File: src/rtl/mips_instr_encoder_if.sv
// Request and instruction-memory bus of the MIPS instruction encoder.
// The slave modport is the encoder; the master side issues requests and owns memory.
interface mips_instr_encoder_if #(
   parameter int AW = 8
);
   logic          in_valid;
   logic          in_ready;
   logic          in_last;
   logic [3:0]    op_sel;
   logic [4:0]    rs;
   logic [4:0]    rt;
   logic [4:0]    rd;
   logic [15:0]   imm;
   logic          imem_we;
   logic [AW-1:0] imem_addr;
   logic [31:0]   imem_wdata;
   logic          mem_busy;

   modport slave (
      input  in_valid, in_last, op_sel, rs, rt, rd, imm, mem_busy,
      output in_ready, imem_we, imem_addr, imem_wdata
   );

   modport master (
      output in_valid, in_last, op_sel, rs, rt, rd, imm, mem_busy,
      input  in_ready, imem_we, imem_addr, imem_wdata
   );
endinterface

File: src/rtl/mips_instr_encoder.sv
// Sequential MIPS instruction encoder: turns symbolic requests into 32-bit words
// and writes them to instruction memory at consecutive addresses from a base.
module mips_instr_encoder #(
   parameter int AW    = 8,
   parameter int CNT_W = 9
) (
   input  logic             clk,
   input  logic             rst_n,
   input  logic             start,
   input  logic [AW-1:0]    base_addr,
   mips_instr_encoder_if.slave bus,
   output logic             busy,
   output logic             done,
   output logic [CNT_W-1:0] word_count,
   output logic             err_illegal,
   output logic             err_wrap
);

   typedef enum logic [1:0] {IDLE, LOAD, DRAIN, DONE} state_t;

   state_t      state;
   logic [31:0] enc_word;
   logic        enc_illegal;
   logic        accept;
   logic        complete;

   always_comb begin
      enc_word    = 32'h0000_0000;
      enc_illegal = 1'b0;
      case (bus.op_sel)
         4'd0: enc_word = {6'b000000, bus.rs, bus.rt, bus.rd, 5'b00000, 6'b100000};
         4'd1: enc_word = {6'b000000, bus.rs, bus.rt, bus.rd, 5'b00000, 6'b100010};
         4'd2: enc_word = {6'b000000, bus.rs, bus.rt, bus.rd, 5'b00000, 6'b100100};
         4'd3: enc_word = {6'b000000, bus.rs, bus.rt, bus.rd, 5'b00000, 6'b100101};
         4'd4: enc_word = {6'b000000, bus.rs, bus.rt, bus.rd, 5'b00000, 6'b101010};
         4'd5: enc_word = {6'b001000, bus.rs, bus.rt, bus.imm};
         4'd6: enc_word = {6'b100011, bus.rs, bus.rt, bus.imm};
         4'd7: enc_word = {6'b101011, bus.rs, bus.rt, bus.imm};
         4'd8: enc_word = {6'b000100, bus.rs, bus.rt, bus.imm};
         default: enc_illegal = 1'b1;
      endcase
   end

   // Ready must fall in the same cycle memory stalls, so it is decoded from mem_busy directly.
   assign bus.in_ready = (state == LOAD) && !(bus.imem_we && bus.mem_busy);
   assign accept       = bus.in_valid && bus.in_ready;
   assign complete     = bus.imem_we && !bus.mem_busy;
   assign busy         = (state == LOAD) || (state == DRAIN);
   assign done         = (state == DONE);

   // imem_addr always holds the address of the pending or next write.
   always_ff @(posedge clk or negedge rst_n) begin
      if (!rst_n) begin
         state          <= IDLE;
         bus.imem_we    <= 1'b0;
         bus.imem_addr  <= '0;
         bus.imem_wdata <= 32'h0000_0000;
         word_count     <= '0;
         err_illegal    <= 1'b0;
         err_wrap       <= 1'b0;
      end else begin
         case (state)
            IDLE: begin
               if (start) begin
                  bus.imem_addr <= base_addr;
                  word_count    <= '0;
                  err_illegal   <= 1'b0;
                  err_wrap      <= 1'b0;
                  state         <= LOAD;
               end
            end
            LOAD, DRAIN: begin
               if (complete) begin
                  word_count    <= word_count + CNT_W'(1);
                  bus.imem_addr <= bus.imem_addr + AW'(1);
                  bus.imem_we   <= 1'b0;
                  if (bus.imem_addr == {AW{1'b1}})
                     err_wrap <= 1'b1;
                  if (state == DRAIN)
                     state <= DONE;
               end
               if (accept) begin
                  bus.imem_we    <= 1'b1;
                  bus.imem_wdata <= enc_word;
                  if (enc_illegal)
                     err_illegal <= 1'b1;
                  if (bus.in_last)
                     state <= DRAIN;
               end
            end
            DONE: state <= IDLE;
            default: state <= IDLE;
         endcase
      end
   end

endmodule

File: src/flat_wrapper.sv
// flat-port wrapper written by rule: the top's interface ports become plain ports
module mips_instr_encoder_flat 
#(
   parameter int AW    = 8,
   parameter int CNT_W = 9
)
  (clk, rst_n, start, base_addr, busy, done, word_count, err_illegal, err_wrap, bus_in_valid, bus_in_last, bus_op_sel, bus_rs, bus_rt, bus_rd, bus_imm, bus_mem_busy, bus_in_ready, bus_imem_we, bus_imem_addr, bus_imem_wdata);
  mips_instr_encoder_if #(.AW(AW)) bus_i ();
  input  logic clk;
  input  logic rst_n;
  input  logic start;
  input  logic [AW-1:0] base_addr;
  output logic busy;
  output logic done;
  output logic [CNT_W-1:0] word_count;
  output logic err_illegal;
  output logic err_wrap;
  input wire logic [$bits(bus_i.in_valid)-1:0] bus_in_valid;
  input wire logic [$bits(bus_i.in_last)-1:0] bus_in_last;
  input wire logic [$bits(bus_i.op_sel)-1:0] bus_op_sel;
  input wire logic [$bits(bus_i.rs)-1:0] bus_rs;
  input wire logic [$bits(bus_i.rt)-1:0] bus_rt;
  input wire logic [$bits(bus_i.rd)-1:0] bus_rd;
  input wire logic [$bits(bus_i.imm)-1:0] bus_imm;
  input wire logic [$bits(bus_i.mem_busy)-1:0] bus_mem_busy;
  output wire logic [$bits(bus_i.in_ready)-1:0] bus_in_ready;
  output wire logic [$bits(bus_i.imem_we)-1:0] bus_imem_we;
  output wire logic [$bits(bus_i.imem_addr)-1:0] bus_imem_addr;
  output wire logic [$bits(bus_i.imem_wdata)-1:0] bus_imem_wdata;
  assign bus_i.in_valid = bus_in_valid;
  assign bus_i.in_last = bus_in_last;
  assign bus_i.op_sel = bus_op_sel;
  assign bus_i.rs = bus_rs;
  assign bus_i.rt = bus_rt;
  assign bus_i.rd = bus_rd;
  assign bus_i.imm = bus_imm;
  assign bus_i.mem_busy = bus_mem_busy;
  assign bus_in_ready = bus_i.in_ready;
  assign bus_imem_we = bus_i.imem_we;
  assign bus_imem_addr = bus_i.imem_addr;
  assign bus_imem_wdata = bus_i.imem_wdata;
  mips_instr_encoder #(.AW(AW), .CNT_W(CNT_W)) u_core (.clk(clk), .rst_n(rst_n), .start(start), .base_addr(base_addr), .bus(bus_i), .busy(busy), .done(done), .word_count(word_count), .err_illegal(err_illegal), .err_wrap(err_wrap));
endmodule
File: config.mk
export PLATFORM = sky130hd
export DESIGN_NAME = mips_instr_encoder_flat
export DESIGN_NICKNAME = d
export VERILOG_FILES = /design/src/rtl/mips_instr_encoder_if.sv /design/src/rtl/mips_instr_encoder.sv /design/src/flat_wrapper.sv
export SDC_FILE = /design/constraint.sdc
export NUM_CORES = 1
export LEC_CHECK = 0
export CELL_PAD_IN_SITES_DETAIL_PLACEMENT = 0
export CELL_PAD_IN_SITES_GLOBAL_PLACEMENT = 1
export CORE_MARGIN = 8
export CORE_UTILIZATION = 32
export CTS_BUF_LIST = sky130_fd_sc_hd__clkbuf_16
export DETAILED_ROUTE_END_ITERATION = 6
export PLACE_DENSITY_LB_ADDON = 0.12
export SYNTH_ARGS = -nofsm -noshare
export SYNTH_HDL_FRONTEND = slang
export SYNTH_SLANG_ARGS = --single-unit
File: constraint.sdc
create_clock -name clk -period 2.42 [get_ports clk]
set_input_delay 0.605 -clock clk [delete_from_list [all_inputs] [get_ports clk]]
set_output_delay 0.605 -clock clk [all_outputs]
set_load 0.05 [all_outputs]
== Word-level counts from Yosys, hierarchy flattened ==
Cells that the tools add are included.
Word-level totals
  flip-flop bits (word level): 54
  bits in latches: 0
  bits in writable memories: 0
  memory bits (read-only): 0
  input bits: 49
  output and inout bits: 55
  logic and storage cells: 66
  memories: 0
Cells by class
  add/sub/neg operators: 2
  multipliers: 0
  div/mod/pow operators: 0
  order comparisons: 0
  eq/ne operators: 17
  shift operators: 0
  mux-type cells: 22
  bitwise logic cells: 0
  reductions and logical operators: 18
Operator list (count)
  32-bit one-hot mux with 9 select lines: 1
  9-bit two-way mux: 2
  9-bit one-hot mux with 2 select lines: 1
  4-bit by 3-bit equality test with 1-bit output, second input constant: 4
  8-bit two-way mux: 2
  8-bit one-hot mux with 2 select lines: 1
  2-bit two-way mux: 5
  9-bit by 1-bit adder with 9-bit output, second input constant: 1
  9-bit OR reduction: 1
  8-bit by 1-bit adder with 8-bit output, second input constant: 1
  4-bit by 2-bit equality test with 1-bit output, second input constant: 2
  8-bit equality test, second input constant: 1
  4-bit AND reduction: 2
  1-bit two-way mux: 7
  2-bit by 1-bit inequality test with 1-bit output, second input constant: 3
  2-bit one-hot mux with 3 select lines: 1
  2-bit equality test, second input constant: 2
  4-bit by 1-bit equality test with 1-bit output, second input constant: 1
  4-bit equality test, second input constant: 1
  1-bit logical AND: 4
  4-bit zero test: 1
  2-bit inequality test, second input constant: 2
  1-bit one-hot mux with 2 select lines: 2
  2-bit AND reduction: 2
  other kinds (7): 9

== Logic depth before layout (Yosys ltp) ==
Gate-level depths: netlist of run 1.
  depth after elaboration: 6
  depth in mapped cells: 10
  depth with buffers taken out: 6

== Least setup slack after synthesis of run 1 ==
No wires, ideal clock.
  kind: register -> register
  from: register u_core.bus.imem_we
  to: register u_core.bus.imem_wdata[27]
  library setup time: 0.136 ns
  arrival: 2.305 ns
  data required time: 2.284 ns
  path slack: -0.021 ns
  stages on the path, launching flop included: 7
  path buffers: 2
  path through: dfrtp_1 > a21boi_1 > nand3_1 > buf_2 > clkbuf_1 > nand2_1 > o21ai_0
Between the ends
  cells in the longest elaborated chain, start to end: 5
Ends and longest elaborated chain
  from (decl): RTL line mips_instr_encoder_if.sv:21  | output in_ready, imem_we, imem_addr, imem_wdata
  from (signal assigned): RTL line mips_instr_encoder.sv:55  | bus.imem_we <= 1'b0;
  from (signal assigned): RTL line mips_instr_encoder.sv:76  | bus.imem_we <= 1'b0;
  from (signal assigned): RTL line mips_instr_encoder.sv:83  | bus.imem_we <= 1'b1;
  1-bit logical AND: RTL line mips_instr_encoder.sv:45  | assign bus.in_ready = (state == LOAD) && !(bus.imem_we && bus.mem_busy);
  1-bit zero test: RTL line mips_instr_encoder.sv:45
  1-bit logical AND: RTL line mips_instr_encoder.sv:45
  net bus_in_ready: RTL line flat_wrapper.sv:26  | output wire logic [$bits(bus_i.in_ready)-1:0] bus_in_ready;
  1-bit logical AND: RTL line mips_instr_encoder.sv:46  | assign accept = bus.in_valid && bus.in_ready;
  2-bit AND reduction (no line)
  to (signal assigned): RTL line mips_instr_encoder.sv:84  | bus.imem_wdata <= enc_word;
  to (decl): RTL line mips_instr_encoder_if.sv:21
The timed path passes the listed nets, and every way through them passes these cells.
A chain may end at the register's enable or synchronous reset.

== Worst setup path after layout of run 1 ==
  from: register u_core.state[1]
  to: output done
Between the ends
  cells in the longest elaborated chain, start to end: 1
Ends and longest elaborated chain
  from (decl): RTL line mips_instr_encoder.sv:21  | state_t state;
  from (signal assigned): RTL line mips_instr_encoder.sv:54  | state <= IDLE;
  from (signal assigned): RTL line mips_instr_encoder.sv:69  | state <= LOAD;
  from (signal assigned): RTL line mips_instr_encoder.sv:80  | state <= DONE;
  2-bit equality test: RTL line mips_instr_encoder.sv:49  | assign done = (state == DONE);
  to (decl): RTL line flat_wrapper.sv:14  | output logic done;
Every way passes these cells.

==> run summary, run 1 <==
Outcome -> completed
Largest net degree at the start of global routing -> 59
Max-cap violations -> 0
Diode count -> 0
Pwr dens -> 1280 nW/um2
Post-CTS Resized -> 0
Simple-gate share of the synthesized area -> 22.3%
Fin Clk Skew -> 0.00487 ns
Tightest Hold Check Type -> in2async
Largest family of logic cells by synthesized area -> simple AND/OR/NAND/NOR gates
Global route overflow -> 0
Flops & latches, synth -> 51
Vias per cell -> 4.92
Power Total -> 5.24 mW
Syn_area_per_cell -> 8.98 um2
Bufs on Longest Clock Path -> 2
Mapped Cells -> 307
CTS clk-pin slew, worst paths -> 0.07 ns
Routed wire length -> 7980 um
H-Tree Level Count -> 2
Final Hold Fails -> 0
Number of DRC markers in iteration 0 -> 57
P_leak -> 1.74 nW
Nets -> 463
Detail-routed net length per standard cell -> 15.5 um
Area growth syn-to-layout -> 47.9%
Detailed Routing Iterations Pass 1 -> 4
DIE AREA -> 11800 um2
Mux contribution to synthesized area -> 2.36%
Worst Tran Pin Value -> 0.548 ns
Slew HR -> 63.4%
Die Y -> 109 um
Seq/Total Area, Yosys -> 46.3%
Clock latency on the worst-skew pair -> 0.29 ns
IO Pins -> 104
Final Cycle Share -> 95.7%
Syn nets -> 363
CTS tree -> built
YS warnings -> 0
Row count -> 34
Crit end category -> output port
Clock root cell -> clkbuf_16
Vias -> 2541
Compound-Gate Fraction of Synth Area -> 20.3%
WP data required -> 1.81 ns
Maximum vdd ir drop -> 0.000683 V
XOR/XNOR Fraction of Synth Area -> 0.635%
Fmax -> 432 MHz
Die Wd -> 109 um
Fin. max-slew vios -> 0
Ys async rst share -> 100%
RD Place Congestion -> 0.764
Worst EP arrival -> 1.71 ns
Area share of fa/ha/maj cells after synthesis -> 3.18%
Critical path type -> reg2out
Clk sinks -> 51
Fin area -> 4080 um2
DP HPWL -> 6020 um
DRC violations left -> 0
Post-synth EDFFs -> 0
Synth area leader -> dfrtp_1
Port Buffer Count -> 102
Placed Instances -> 508
RSZ-0062 raised after global routing -> false
Share of layout cells above drive strength 1 -> 8.33%
Initial antenna violation count -> 0
Post-Syn Area -> 2760 um2
Final setup fails -> 0
Post-route ant nets -> 0
Leading post-synthesis cells by cell area -> dfrtp_1, nand2_1, o21ai_0
Total CTS buffers -> 5
Dpl cell area -> 3940 um2
Synth cell types -> 50
Total track usage -> 13.4%
Core area -> 8550 um2
Worst Path Max Fanout -> 5
Vias in the first global route -> 2561
Minimum clock period -> 2.32 ns
Hold Slack -> 0.295 ns
Startpoint types -> flip-flop
Yosys top cell area share -> 46.3%
Post-route setup TNS -> 0 ns
Post-CTS Setup Inserts -> 0
Non-filler instance count after layout -> 516
Initial Util -> 32.2%
First-pass GRT wire length -> 12700 um
Primary FF master, synth -> dfrtp_1
CTS Hold Buffers Added -> 0
==> power by group <==
group | internal, mW | switching, mW | total [mW]
Combinational | 1.14 | 2.02 | 3.15
Clock | 0.378 | 0.315 | 0.694
Sequential | 1.15 | 0.244 | 1.39
==> layout make-up <==
| cell class | count | area (um2) |
|---|---|---|
| clock buffer | 5 | 125 |
| clock inverter | 3 | 16.3 |
| fill | 867 | 4470 |
| inverter | 4 | 15.0 |
| multi-input combinational | 231 | 1360 |
| sequential | 51 | 1280 |
| tap | 108 | 135 |
| timing repair buffer | 114 | 1150 |
==> final timing paths <==
check / startpoint / to / slack (ns) / depth (start not counted)
max in group asynchronous: rst_n / u_core.bus.imem_wdata[25] / 1.57 / 2
worst max-delay path: u_core.state[1] / done / 0.10 / 2
worst min-delay path: rst_n / u_core.bus.imem_addr[2] / 0.29 / 1
min in group clk: u_core.bus.imem_wdata[15] / u_core.bus.imem_wdata[15] / 0.48 / 2
worst min register to register: u_core.bus.imem_wdata[15] / u_core.bus.imem_wdata[15] / 0.48 / 2
worst max register to register: u_core.state[0] / u_core.bus.imem_addr[4] / 0.38 / 6
==> cells in the mapped netlist, types with 2 or more instances <==
cell type and n:
nand2_1 65, dfrtp_1 51, o21ai_0 35, nand3_1 16, a21oi_1 13, clkbuf_1 9
nor2_1 9, nor2b_1 8, ha_1 7, a22oi_1 6, a31oi_1 6, o22a_1 6
or4_1 6, buf_2 5, o31ai_1 5, a21o_1 4, buf_4 4, mux2_2 4
nor3_1 4, inv_1 3, a2bb2oi_1 2, and3_1 2, and3b_1 2, buf_6 2
mux2i_1 2, nand2b_1 2, nand4_1 2, nand4b_1 2, o21ai_1 2, or2_2 2
xor2_1 2
==> flip-flops by register name (all words and copies together), names as in the netlist <==
name	flops
u_core.bus.imem_wdata	29
u_core.err_illegal	1
u_core.bus.imem_we	1
u_core.word_count	9
u_core.err_wrap	1
u_core.state	2
u_core.bus.imem_addr	8
==> routing by layer <==
layer	wire length [um]	share of wire [%]	vias to the layer above	GRT usage (%)
li1	-	-	1289	-
met1	3590	45	1184	16.4
met2	3750	47	63	22.1
met3	578	7.2	5	4.55
met4	68	0.85	0	3.23
met5	0	0	-	0
==> worst max-delay path, stage by stage, from the launching register on <==
cell and delay (ns):
dfrtp_1 0.41, ha_1 0.20, clkdlybuf4s50_1 0.81
==> kinds of logic (layout without fill, tap and decap cells) <==
family	count (synthesis)	in the layout
buffers and inverters	25	126
xor gates and xnor gates	2	2
muxes	6	6
other	1	1
adders and majority gates	7	7
and+or+nand+nor	126	126
AOI/OAI and AO/OA	89	89
DFF	51	51
==> through the flow <==
stage	util (%)	setup slack, ns
finish	47.7	0.105
global route	47.7	0.0477
CTS	47.7	0.0868
detailed placement	46.0	0.124
global placement	46.0	0.168
floorplan	-	0.144
==> layout by cell type (no fill, tap or decap), types with 4 or more instances in the layout <==
master,instances
a21oi_1,13
nor3_1,4
nand3_1,15
dfrtp_1,51
clkdlybuf4s50_1,99
inv_1,4
a31oi_1,6
nand2_1,65
a22oi_1,6
buf_4,10
a21o_1,4
o21ai_0,35
nor2_1,9
or4_1,6
mux2_2,4
o31ai_1,5
o22a_1,6
clkbuf_16,5
nor2b_1,8
ha_1,7
buf_12,4
Power figures use the tool's default switching activity.
==> run 2: changes to the inputs <==
- TNS_END_PERCENT: unset -> 1
==> results of run 2 <==
No change in the layout: final DEF, timing and power equal those of run 1.
==> run 3: changes to the inputs <==
- CORE_UTILIZATION: 32 -> 46
- DONT_BUFFER_PORTS: unset -> 1
- PLACE_DENSITY_LB_ADDON: 0.12 -> 0.1
==> run 3 against run 2 <==
Worst setup slack better by 0.23 ns. Critical path depth up 1. Final cell count down 25%. Largest power group is now registers.
==> run summary, run 3 (synthesized netlist as in run 1, its figures left out) <==
Post-route setup TNS -> 0 ns
Largest net degree at the start of global routing -> 59
Gr busiest metal -> met2
Post-CTS Resized -> 0
Vias in the first global route -> 2258
Clock root cell -> clkbuf_16
Area growth syn-to-layout -> 11.1%
First-pass GRT wire length -> 11500 um
Vias per cell -> 5.58
DRC violations left -> 0
Fin. max-slew vios -> 0
P_leak -> 1.38 nW
Startpoint types -> flip-flop
Area of the multi-input gates -> 1360 um2
Total track usage -> 16.5%
Met2 Track Usage GR -> 26.7%
M3 GR Usage -> 7.61%
Non-filler instance count after layout -> 387
Worst Tran Pin Value -> 0.625 ns
Final Hold Fails -> 0
Clock latency on the worst-skew pair -> 0.29 ns
Port Buffer Count -> 0
Nets -> 367
Largest regs -> u_core.bus.imem_wdata: 29 flops, u_core.word_count: 9 flops, u_core.bus.imem_addr: 8 flops
Tightest Hold Check Type -> in2async
H-Tree Level Count -> 2
Grt met1 use -> 19.3%
Slew HR -> 58.4%
Post-CTS Setup Inserts -> 0
Final Cycle Share -> 86.3%
Diode count -> 0
DP HPWL -> 5050 um
Row count -> 28
Maximum vdd ir drop -> 0.000881 V
Core area -> 5850 um2
Crit end category -> output port
Fmax -> 479 MHz
Fin Clk Skew -> 0.00783 ns
Vias -> 2161
Critical path type -> reg2out
Post-route ant nets -> 0
Final setup fails -> 0
DIE AREA -> 8730 um2
Most flop-heavy register -> u_core.bus.imem_wdata
WP data required -> 1.81 ns
Worst Path Max Fanout -> 15
Detailed Routing Iterations Pass 1 -> 4
Bufs on Longest Clock Path -> 2
Placed Instances -> 377
Share of layout cells above drive strength 1 -> 11.9%
Die Y -> 93.4 um
Sequential Area -> 1280 um2
Total CTS buffers -> 5
Max FFs per register -> 29
Fillcell total -> 556
Minimum clock period -> 2.09 ns
Clk sinks -> 51
Routed wire length -> 7060 um
Initial antenna violation count -> 0
Most common cell after layout, fill and taps aside -> nand2_1
Initial Util -> 47.1%
Number of DRC markers in iteration 0 -> 91
Outcome -> completed
Global route overflow -> 0
Pwr dens -> 1490 nW/um2
Die Wd -> 93.4 um
IO Pins -> 104
CTS Hold Buffers Added -> 1
Commonest non-fill, non-tap cells in the layout -> nand2_1, dfrtp_1, o21ai_0, nand3_1, buf_4
RSZ-0062 raised after global routing -> false
CTS clk-pin slew, worst paths -> 0.07 ns
CTS tree -> built
Detail-routed net length per standard cell -> 18.2 um
Worst EP arrival -> 1.48 ns
Max-cap violations -> 0
RD Place Congestion -> 0.761
## run 3: cell type report
cell class	instances	area share, %
clock inverter	3	0.654
clock buffer	5	4.09
inverter	4	0.490
tap	75	3.06
multi-input combinational	231	44.4
timing repair buffer	18	5.64
sequential	51	41.7
## run 3: critical path, cell delays in order, from the launching register on
cell,delay [ns]
dfrtp_1,0.40
inv_1,0.10
ha_1,0.36
buf_4,0.32
## run 3: path summary, 6_finish.rpt
kind | start | endpoint | slack [ns] | cells after the start
setup / recovery | u_core.state[1] | busy | 0.33 | 3
hold / removal | rst_n | u_core.bus.imem_addr[7] | 0.12 | 1
setup reg to reg | u_core.state[1] | u_core.bus.imem_addr[4] | 0.41 | 6
hold reg to reg | u_core.word_count[1] | u_core.word_count[1] | 0.54 | 2
max in group asynchronous | rst_n | u_core.word_count[8] | 2.11 | 1
min in group clk | bus_imm[4] | u_core.bus.imem_wdata[4] | 0.44 | 2
## run 3: per-stage QoR
step | total power, mW | cell area (um2) | setup WS, ns | hold WS, ns | utilization, %
3_5_place_dp | 3.88 | 2880 | 0.434 | 0.310 | 49.2
5_1_grt | 4.88 | 3060 | 0.226 | 0.117 | 52.3
6_report | 4.57 | 3060 | 0.331 | 0.119 | 52.3
4_1_cts | 4.60 | 3040 | 0.333 | 0.00114 | 52.0
3_3_place_gp | 3.86 | 2880 | 0.481 | 0.311 | 49.2
2_1_floorplan | 3.49 | 2760 | 0.144 | 0.309 | -
## run 3: report_power, final
part	leakage (nW)	switching, mW	internal (mW)
Sequential	0.656	1.02	1.13
Clock	0.0716	0.324	0.384
Combinational	0.655	1.13	0.583
Total	1.38	2.47	2.10
## run 3: layer usage
layer,vias up,part of all wire [%],wire length [um]
met5,-,0,0
met2,66,47,3310
met1,998,42,2960
met4,0,0.84,59
li1,1091,-,-
met3,6,10,730
